File: src/rtl/mdu_mul_ctrl_pkg.sv
// Shared encodings for the HI/LO multiply sequencer.
package mdu_pkg;
    typedef enum logic [1:0] {
        OP_MULTU = 2'b00,
        OP_MULT  = 2'b01,
        OP_MTHI  = 2'b10,
        OP_MTLO  = 2'b11
    } op_e;

    typedef enum logic {
        IDLE = 1'b0,
        RUN  = 1'b1
    } state_e;

    localparam int DATA_W_DEF  = 32;
    localparam int MUL_LAT_DEF = 7;
endpackage

File: src/rtl/mdu_mul_ctrl_if.sv
// EX-stage request / HI-LO result bundle between the CPU and the sequencer.
interface mdu_mul_ctrl_if #(parameter int DATA_W = 32);
    logic              start;
    logic [1:0]        op;
    logic [DATA_W-1:0] rs_val;
    logic [DATA_W-1:0] rt_val;
    logic              busy;
    logic              done;
    logic [DATA_W-1:0] hi;
    logic [DATA_W-1:0] lo;

    modport master (output start, op, rs_val, rt_val, input busy, done, hi, lo);
    modport slave  (input start, op, rs_val, rt_val, output busy, done, hi, lo);
endinterface

File: src/rtl/mdu_mul_ctrl_abs_neg.sv
// Conditional two's-complement negate; used for operand magnitude and product sign fix.
module mdu_abs_neg #(
    parameter int W = 32
) (
    input  logic [W-1:0] val_i,
    input  logic         neg_i,
    output logic [W-1:0] res_o
);
    assign res_o = neg_i ? (~val_i + W'(1)) : val_i;
endmodule

File: src/rtl/mdu_mul_ctrl.sv
// HI/LO sequencer: feeds the shared unsigned pipelined multiplier, waits out its
// latency, sign-corrects MULT results and commits HI/LO; also handles MTHI/MTLO.
module mdu_mul_ctrl
    import mdu_pkg::*;
#(
    parameter int DATA_W  = DATA_W_DEF,
    parameter int MUL_LAT = MUL_LAT_DEF
) (
    input  logic                  clk,
    input  logic                  reset,
    mdu_mul_ctrl_if.slave         ex,
    output logic [DATA_W-1:0]     mul_a,
    output logic [DATA_W-1:0]     mul_b,
    input  logic [2*DATA_W-1:0]   mul_p
);
    localparam int             CW       = $clog2(MUL_LAT + 1);
    localparam logic [CW-1:0]  CNT_LAST = CW'(MUL_LAT);

    state_e              state_q;
    logic [CW-1:0]       cnt_q;
    logic                busy_q, done_q, neg_q;
    logic [DATA_W-1:0]   hi_q, lo_q, mul_a_q, mul_b_q;

    logic [DATA_W-1:0]   a_abs_d, b_abs_d;
    logic [2*DATA_W-1:0] prod_d;
    op_e                 op;

    assign op = op_e'(ex.op);

    mdu_abs_neg #(.W(DATA_W)) u_abs_a (
        .val_i (ex.rs_val),
        .neg_i (ex.rs_val[DATA_W-1]),
        .res_o (a_abs_d)
    );

    mdu_abs_neg #(.W(DATA_W)) u_abs_b (
        .val_i (ex.rt_val),
        .neg_i (ex.rt_val[DATA_W-1]),
        .res_o (b_abs_d)
    );

    // Sign fix sits on the commit edge itself, so no extra cycle is spent on it.
    mdu_abs_neg #(.W(2*DATA_W)) u_prod (
        .val_i (mul_p),
        .neg_i (neg_q),
        .res_o (prod_d)
    );

    always_ff @(posedge clk or negedge reset) begin
        if (!reset) begin
            state_q <= IDLE;
            cnt_q   <= '0;
            busy_q  <= 1'b0;
            done_q  <= 1'b0;
            neg_q   <= 1'b0;
            hi_q    <= '0;
            lo_q    <= '0;
            mul_a_q <= '0;
            mul_b_q <= '0;
        end else begin
            done_q <= 1'b0;
            case (state_q)
                IDLE: begin
                    if (ex.start) begin
                        case (op)
                            OP_MULTU, OP_MULT: begin
                                mul_a_q <= (op == OP_MULT) ? a_abs_d : ex.rs_val;
                                mul_b_q <= (op == OP_MULT) ? b_abs_d : ex.rt_val;
                                neg_q   <= (op == OP_MULT) &
                                           (ex.rs_val[DATA_W-1] ^ ex.rt_val[DATA_W-1]);
                                cnt_q   <= '0;
                                busy_q  <= 1'b1;
                                state_q <= RUN;
                            end
                            OP_MTHI: begin
                                hi_q   <= ex.rs_val;
                                done_q <= 1'b1;
                            end
                            default: begin
                                lo_q   <= ex.rs_val;
                                done_q <= 1'b1;
                            end
                        endcase
                    end
                end
                RUN: begin
                    // Requests arriving here are dropped; the CPU is stalled on busy.
                    if (cnt_q == CNT_LAST) begin
                        {hi_q, lo_q} <= prod_d;
                        done_q       <= 1'b1;
                        busy_q       <= 1'b0;
                        state_q      <= IDLE;
                    end else begin
                        cnt_q <= cnt_q + 1'b1;
                    end
                end
                default: state_q <= IDLE;
            endcase
        end
    end

    assign ex.busy = busy_q;
    assign ex.done = done_q;
    assign ex.hi   = hi_q;
    assign ex.lo   = lo_q;
    assign mul_a   = mul_a_q;
    assign mul_b   = mul_b_q;
endmodule
File: src/flat_wrapper.sv
// flat-port wrapper written by rule: the top's interface ports become plain ports
module mdu_mul_ctrl_flat import mdu_pkg::*;
#(
    parameter int DATA_W  = DATA_W_DEF,
    parameter int MUL_LAT = MUL_LAT_DEF
)
  (clk, reset, mul_a, mul_b, mul_p, ex_start, ex_op, ex_rs_val, ex_rt_val, ex_busy, ex_done, ex_hi, ex_lo);
  mdu_mul_ctrl_if #(.DATA_W(DATA_W)) ex_i ();
  input  logic clk;
  input  logic reset;
  output logic [DATA_W-1:0] mul_a;
  output logic [DATA_W-1:0] mul_b;
  input  logic [2*DATA_W-1:0] mul_p;
  input wire logic [$bits(ex_i.start)-1:0] ex_start;
  input wire logic [$bits(ex_i.op)-1:0] ex_op;
  input wire logic [$bits(ex_i.rs_val)-1:0] ex_rs_val;
  input wire logic [$bits(ex_i.rt_val)-1:0] ex_rt_val;
  output wire logic [$bits(ex_i.busy)-1:0] ex_busy;
  output wire logic [$bits(ex_i.done)-1:0] ex_done;
  output wire logic [$bits(ex_i.hi)-1:0] ex_hi;
  output wire logic [$bits(ex_i.lo)-1:0] ex_lo;
  assign ex_i.start = ex_start;
  assign ex_i.op = ex_op;
  assign ex_i.rs_val = ex_rs_val;
  assign ex_i.rt_val = ex_rt_val;
  assign ex_busy = ex_i.busy;
  assign ex_done = ex_i.done;
  assign ex_hi = ex_i.hi;
  assign ex_lo = ex_i.lo;
  mdu_mul_ctrl #(.DATA_W(DATA_W), .MUL_LAT(MUL_LAT)) u_core (.clk(clk), .reset(reset), .ex(ex_i), .mul_a(mul_a), .mul_b(mul_b), .mul_p(mul_p));
endmodule
File: config.mk
export PLATFORM = sky130hd
export DESIGN_NAME = mdu_mul_ctrl_flat
export DESIGN_NICKNAME = d
export VERILOG_FILES = /design/src/rtl/mdu_mul_ctrl_pkg.sv /design/src/rtl/mdu_mul_ctrl_if.sv /design/src/rtl/mdu_mul_ctrl_abs_neg.sv /design/src/rtl/mdu_mul_ctrl.sv /design/src/flat_wrapper.sv
export SDC_FILE = /design/constraint.sdc
export NUM_CORES = 1
export LEC_CHECK = 0
export ABC_AREA = 0
export BUFFER_PORTS_ARGS = -buffer_cell sky130_fd_sc_hd__buf_2
export CORE_UTILIZATION = 47
export CTS_CLUSTER_DIAMETER = 60
export DETAILED_ROUTE_END_ITERATION = 12
export GPL_TIMING_DRIVEN = 0
export PLACE_DENSITY_LB_ADDON = 0.25
export SYNTH_ARGS = -nofsm -noshare
export SYNTH_HDL_FRONTEND = slang
export SYNTH_SLANG_ARGS = --single-unit
export TNS_END_PERCENT = 100
File: constraint.sdc
create_clock -name clk -period 2.3 [get_ports clk]
set_input_delay 0 -clock clk [delete_from_list [all_inputs] [get_ports clk]]
set_output_delay 0 -clock clk [all_outputs]
set_load 0.02 [all_outputs]
==> flow_summary.json <==
{
  "ys_ff_latch": 135,
  "critPathSlowestCell": "or4_1",
  "min_clock_period_post_route_ps": 2250,
  "mappedNetlistNets": 1104,
  "final-instance-count-excl-fill": 1585,
  "worst_skew_pair.late_latency_ps": 430,
  "path_clk_slew_ps": 60,
  "finalMaxSlewViolations": 0,
  "drcViolationCount": 0,
  "final-setup-viol-count": 0,
  "synth_simple_gate_area_share_pct": 22.3,
  "starting_utilization_of_the_core_area_pct": 48.1,
  "path_class": "in2reg",
  "hold_violations": 0,
  "cellInternalPower_mw": 7.67,
  "number_of_global_route_vias_before_repair": 8996,
  "clock_tree_from_tritoncts": "built",
  "largest_delay_share_family_worst_path": "simple AND/OR/NAND/NOR gates",
  "crit_fanout": 5,
  "synth_compound_gate_area_share_pct": 19.7,
  "p_sw_share_pct": 43.1,
  "run_status": "completed",
  "period_share_pct": 97.9,
  "cp_num_buf_inv": 2,
  "routed_wl_mm": 32.4,
  "required_ps": 2660,
  "core_area_mm2": 0.0172,
  "crit_path_max_incr_delay_ps": 610,
  "rsz0062_at_grt": "true",
  "power.sequential.fraction_pct": 30.7,
  "synth.mux.area_fraction_pct": 1.45,
  "clock_power_share_pct": 22.5,
  "finalClockSkew_ps": 9.09,
  "hold_depth": 3,
  "design_area_mm2": 0.0117,
  "die-area_mm2": 0.0182,
  "min_path_type": "in2reg",
  "cp-start-kind": "input pin",
  "hpwlAfterDp_mm": 23.2,
  "drv.max_cap_violation_count": 0,
  "power.density_cell_area_mw_per_mm2": 1150,
  "gpl.final_weighted_congestion": 0.962,
  "globalRouteOverflowTotal": 0,
  "post_syn_area_mm2": 0.00829,
  "firstDrtPassIters": 6,
  "clockRootBuffer": "clkbuf_16",
  "cp_cell_sequence": "dlygate4sd3_1 -> buf_2 -> or4_1 -> nor3_2 -> nand4_1 -> o41ai_1 -> nand3_1 -> nand2_1",
  "dp_worst_setup_slack_ps": -768,
  "netlist-cell-type-count": 58,
  "route.detailed.vias_per_inst": 5.97,
  "synth_xor_area_share_pct": 11.8,
  "clk_path_buf_depth": 2,
  "worst-r2r-cell-count": 8,
  "fraction_of_synthesis_flops_using_an_asynchronous_set_or_reset_pin_pct": 100,
  "floorplan.die.width_um": 135,
  "vdd_drop_max_uv": 724,
  "post_dp_cell_area_mm2": 0.00991,
  "cp.arrival_ps": 2610,
  "cts.htree.levels": 4,
  "die_h_um": 135,
  "antenna_found_initial": 1,
  "tns_ps": 0,
  "total_switching_power_mw": 5.80,
  "share_comb_of_total_power_pct": 46.8,
  "dominant_combinational_cell_family_by_area_after_synthesis": "simple AND/OR/NAND/NOR gates",
  "fillCellCount": 1425,
  "cts_bufs_inserted": 17,
  "design.final.nets": 1486,
  "num_io_pins": 263,
  "total_leakage_power_nw": 5.21,
  "cts.sink_count": 135,
  "grt_overall_usage_pct": 35.9,
  "post-layout-total-power_mw": 13.5,
  "first_drt_iteration_drcs": 908,
  "endpoint_kind": "register",
  "synth_adder_area_share_pct": 0.755,
  "global_route_wire_length_before_repair_mm": 49.5,
  "relSlewSlack_pct": 24.3,
  "synthToLayoutAreaGrowth_pct": 41.1,
  "worst_pin_slew_ps": 1130,
  "synth_seq_area_share_pct": 40.8,
  "numPlacedInstances": 1453,
  "antenna_left": 0,
  "grt_start_max_net_pins": 89,
  "netlist_instances": 966,
  "number_of_warnings_issued_by_yosys": 0,
  "timing_limited_maximum_frequency_ghz": 0.444,
  "worstSetupPathDepth": 8,
  "layout_setup_ws_ps": 49.0,
  "synth_area_per_cell_um2": 8.58,
  "synth_edf_count": 0,
  "routedWlPerCell_um": 20.4,
  "portBuffers": 261,
  "floorplan.rows": 48,
  "dominantRegCellSynth": "dfrtp_1",
  "total_inserted_antenna_cells": 0,
  "dr_total_vias": 9465,
  "final_layout_size_suffix_gt1_share_pct": 24.2
}
==> registers in the layout (all words and copies together), names as in the netlist <==
| signal | cells |
|---|---|
| u_core.state_q | 1 |
| u_core.ex.done | 1 |
| u_core.ex.hi | 32 |
| u_core.mul_a | 32 |
| u_core.ex.busy | 1 |
| u_core.neg_q | 1 |
| u_core.mul_b | 32 |
| u_core.ex.lo | 32 |
| u_core.cnt_q | 3 |
==> cell usage in the layout (no fill, tap or decap), types with 11 or more instances in the layout <==
| cell | Yosys | final |
|---|---|---|
| o21ai_0 | 79 | 79 |
| o21ai_1 | 60 | 60 |
| nor3b_1 | 24 | 24 |
| inv_1 | 16 | 16 |
| nor3_1 | 26 | 24 |
| or4_1 | 16 | 16 |
| o31ai_1 | 18 | 17 |
| dlygate4sd3_1 | 0 | 102 |
| clkbuf_1 | 50 | 39 |
| nor4_1 | 16 | 12 |
| nand4_1 | 11 | 11 |
| nor2_1 | 57 | 56 |
| or3_1 | 20 | 20 |
| buf_2 | 0 | 262 |
| xnor2_1 | 55 | 55 |
| dfrtp_1 | 135 | 135 |
| a21oi_1 | 45 | 44 |
| mux2i_1 | 12 | 12 |
| nand2_1 | 134 | 133 |
| nand3_1 | 18 | 18 |
| xor2_1 | 57 | 57 |
| clkbuf_16 | 0 | 17 |
| o41ai_1 | 14 | 12 |
==> repair_timing <==
item / CTS / global route
buffers inserted: 2 / 0
resized for setup: 11 / 30
gates cloned: 0 / 0
hold buffers: 102 / 0
endpoints found under the setup margin: 60 / 71
endpoints found under the hold margin: 151 / 0
==> area by class of cell <==
cell class                 instances  area (µm²)  area share (%)
buffer                            50         208            1.78
clock buffer                      23         478            4.09
clock inverter                     8         169            1.44
inverter                          17        63.8           0.546
multi-input combinational        761        4740            40.5
sequential                       135        3380            28.9
tap                              225         282            2.41
timing repair buffer             366        2380            20.3
==> through the flow <==
step / hold slack, ps / util [%]
4_1_cts: 3.19 / 67.4
2_1_floorplan: -296 / -
3_3_place_gp: 272 / 57.3
3_5_place_dp: -18.9 / 57.5
6_report: 9.03 / 67.8
5_1_grt: 22.5 / 67.8
==> cells in the mapped netlist (11+ instances only) <==
library cell / number / area [µm²]
dfrtp_1: 135 / 3380
clkbuf_1: 50 / 188
nor3b_1: 24 / 180
or3_1: 20 / 125
or4_1: 16 / 120
nand2_1: 134 / 503
nor4_1: 16 / 100
o21ai_0: 79 / 395
a21oi_1: 45 / 225
mux2i_1: 12 / 120
nand3_1: 18 / 90.1
xnor2_1: 55 / 482
o21ai_1: 60 / 300
o41ai_1: 14 / 123
nor2_1: 57 / 214
nor3_1: 26 / 130
xor2_1: 57 / 499
o31ai_1: 18 / 135
inv_1: 16 / 60.1
nand4_1: 11 / 68.8
==> worst reg2reg max path: stages (launching register included) <==
cell and delay, ps:
dfrtp_1 390, ha_1 210, ha_1 280, and2_2 330
a21oi_4 270, buf_4 240, nor3b_1 100, a21oi_1 150
o21ai_0 100
==> kinds of logic after synthesis <==
| logic type | after synthesis |
|---|---|
| compound gates | 273 |
| xor+xnor | 112 |
| fa+ha+maj | 5 |
| buf+inv | 70 |
| flops | 135 |
| mux | 12 |
| simple gates | 359 |
==> metal layers <==
metal	GRT usage [%]	wire [µm]	up-vias
li1	-	-	4272
met3	8.93	3460	114
met1	47.3	13100	4444
met4	16.2	1530	2
met5	0	13	-
met2	55.8	14300	633
==> power groups by stage <==
stage               Sequential (mW)  Combinational, mW  Clock (mW)
floorplan                      5.44               2.32           0
global placement               4.10               5.91           0
detailed placement             4.13               6.01           0
CTS                            4.10               6.19        3.04
global route                   4.25               6.76        3.13
finish                         4.13               6.31        3.03
==> final timing paths <==
| kind | to | startpoint | slack (ps) |
|---|---|---|---|
| setup / recovery | u_core.mul_b[31] | ex_rt_val[3] | 50 |
| max in group asynchronous | u_core.ex.hi[20] | reset | 1400 |
| min in group asynchronous | u_core.ex.lo[6] | reset | 100 |
| hold / removal | u_core.ex.lo[6] | ex_rs_val[6] | 9 |
| hold reg to reg | u_core.mul_b[31] | u_core.mul_b[31] | 460 |
| setup reg to reg | u_core.ex.lo[28] | u_core.cnt_q[0] | 90 |
No activity file was read; power rests on OpenSTA's default activity.
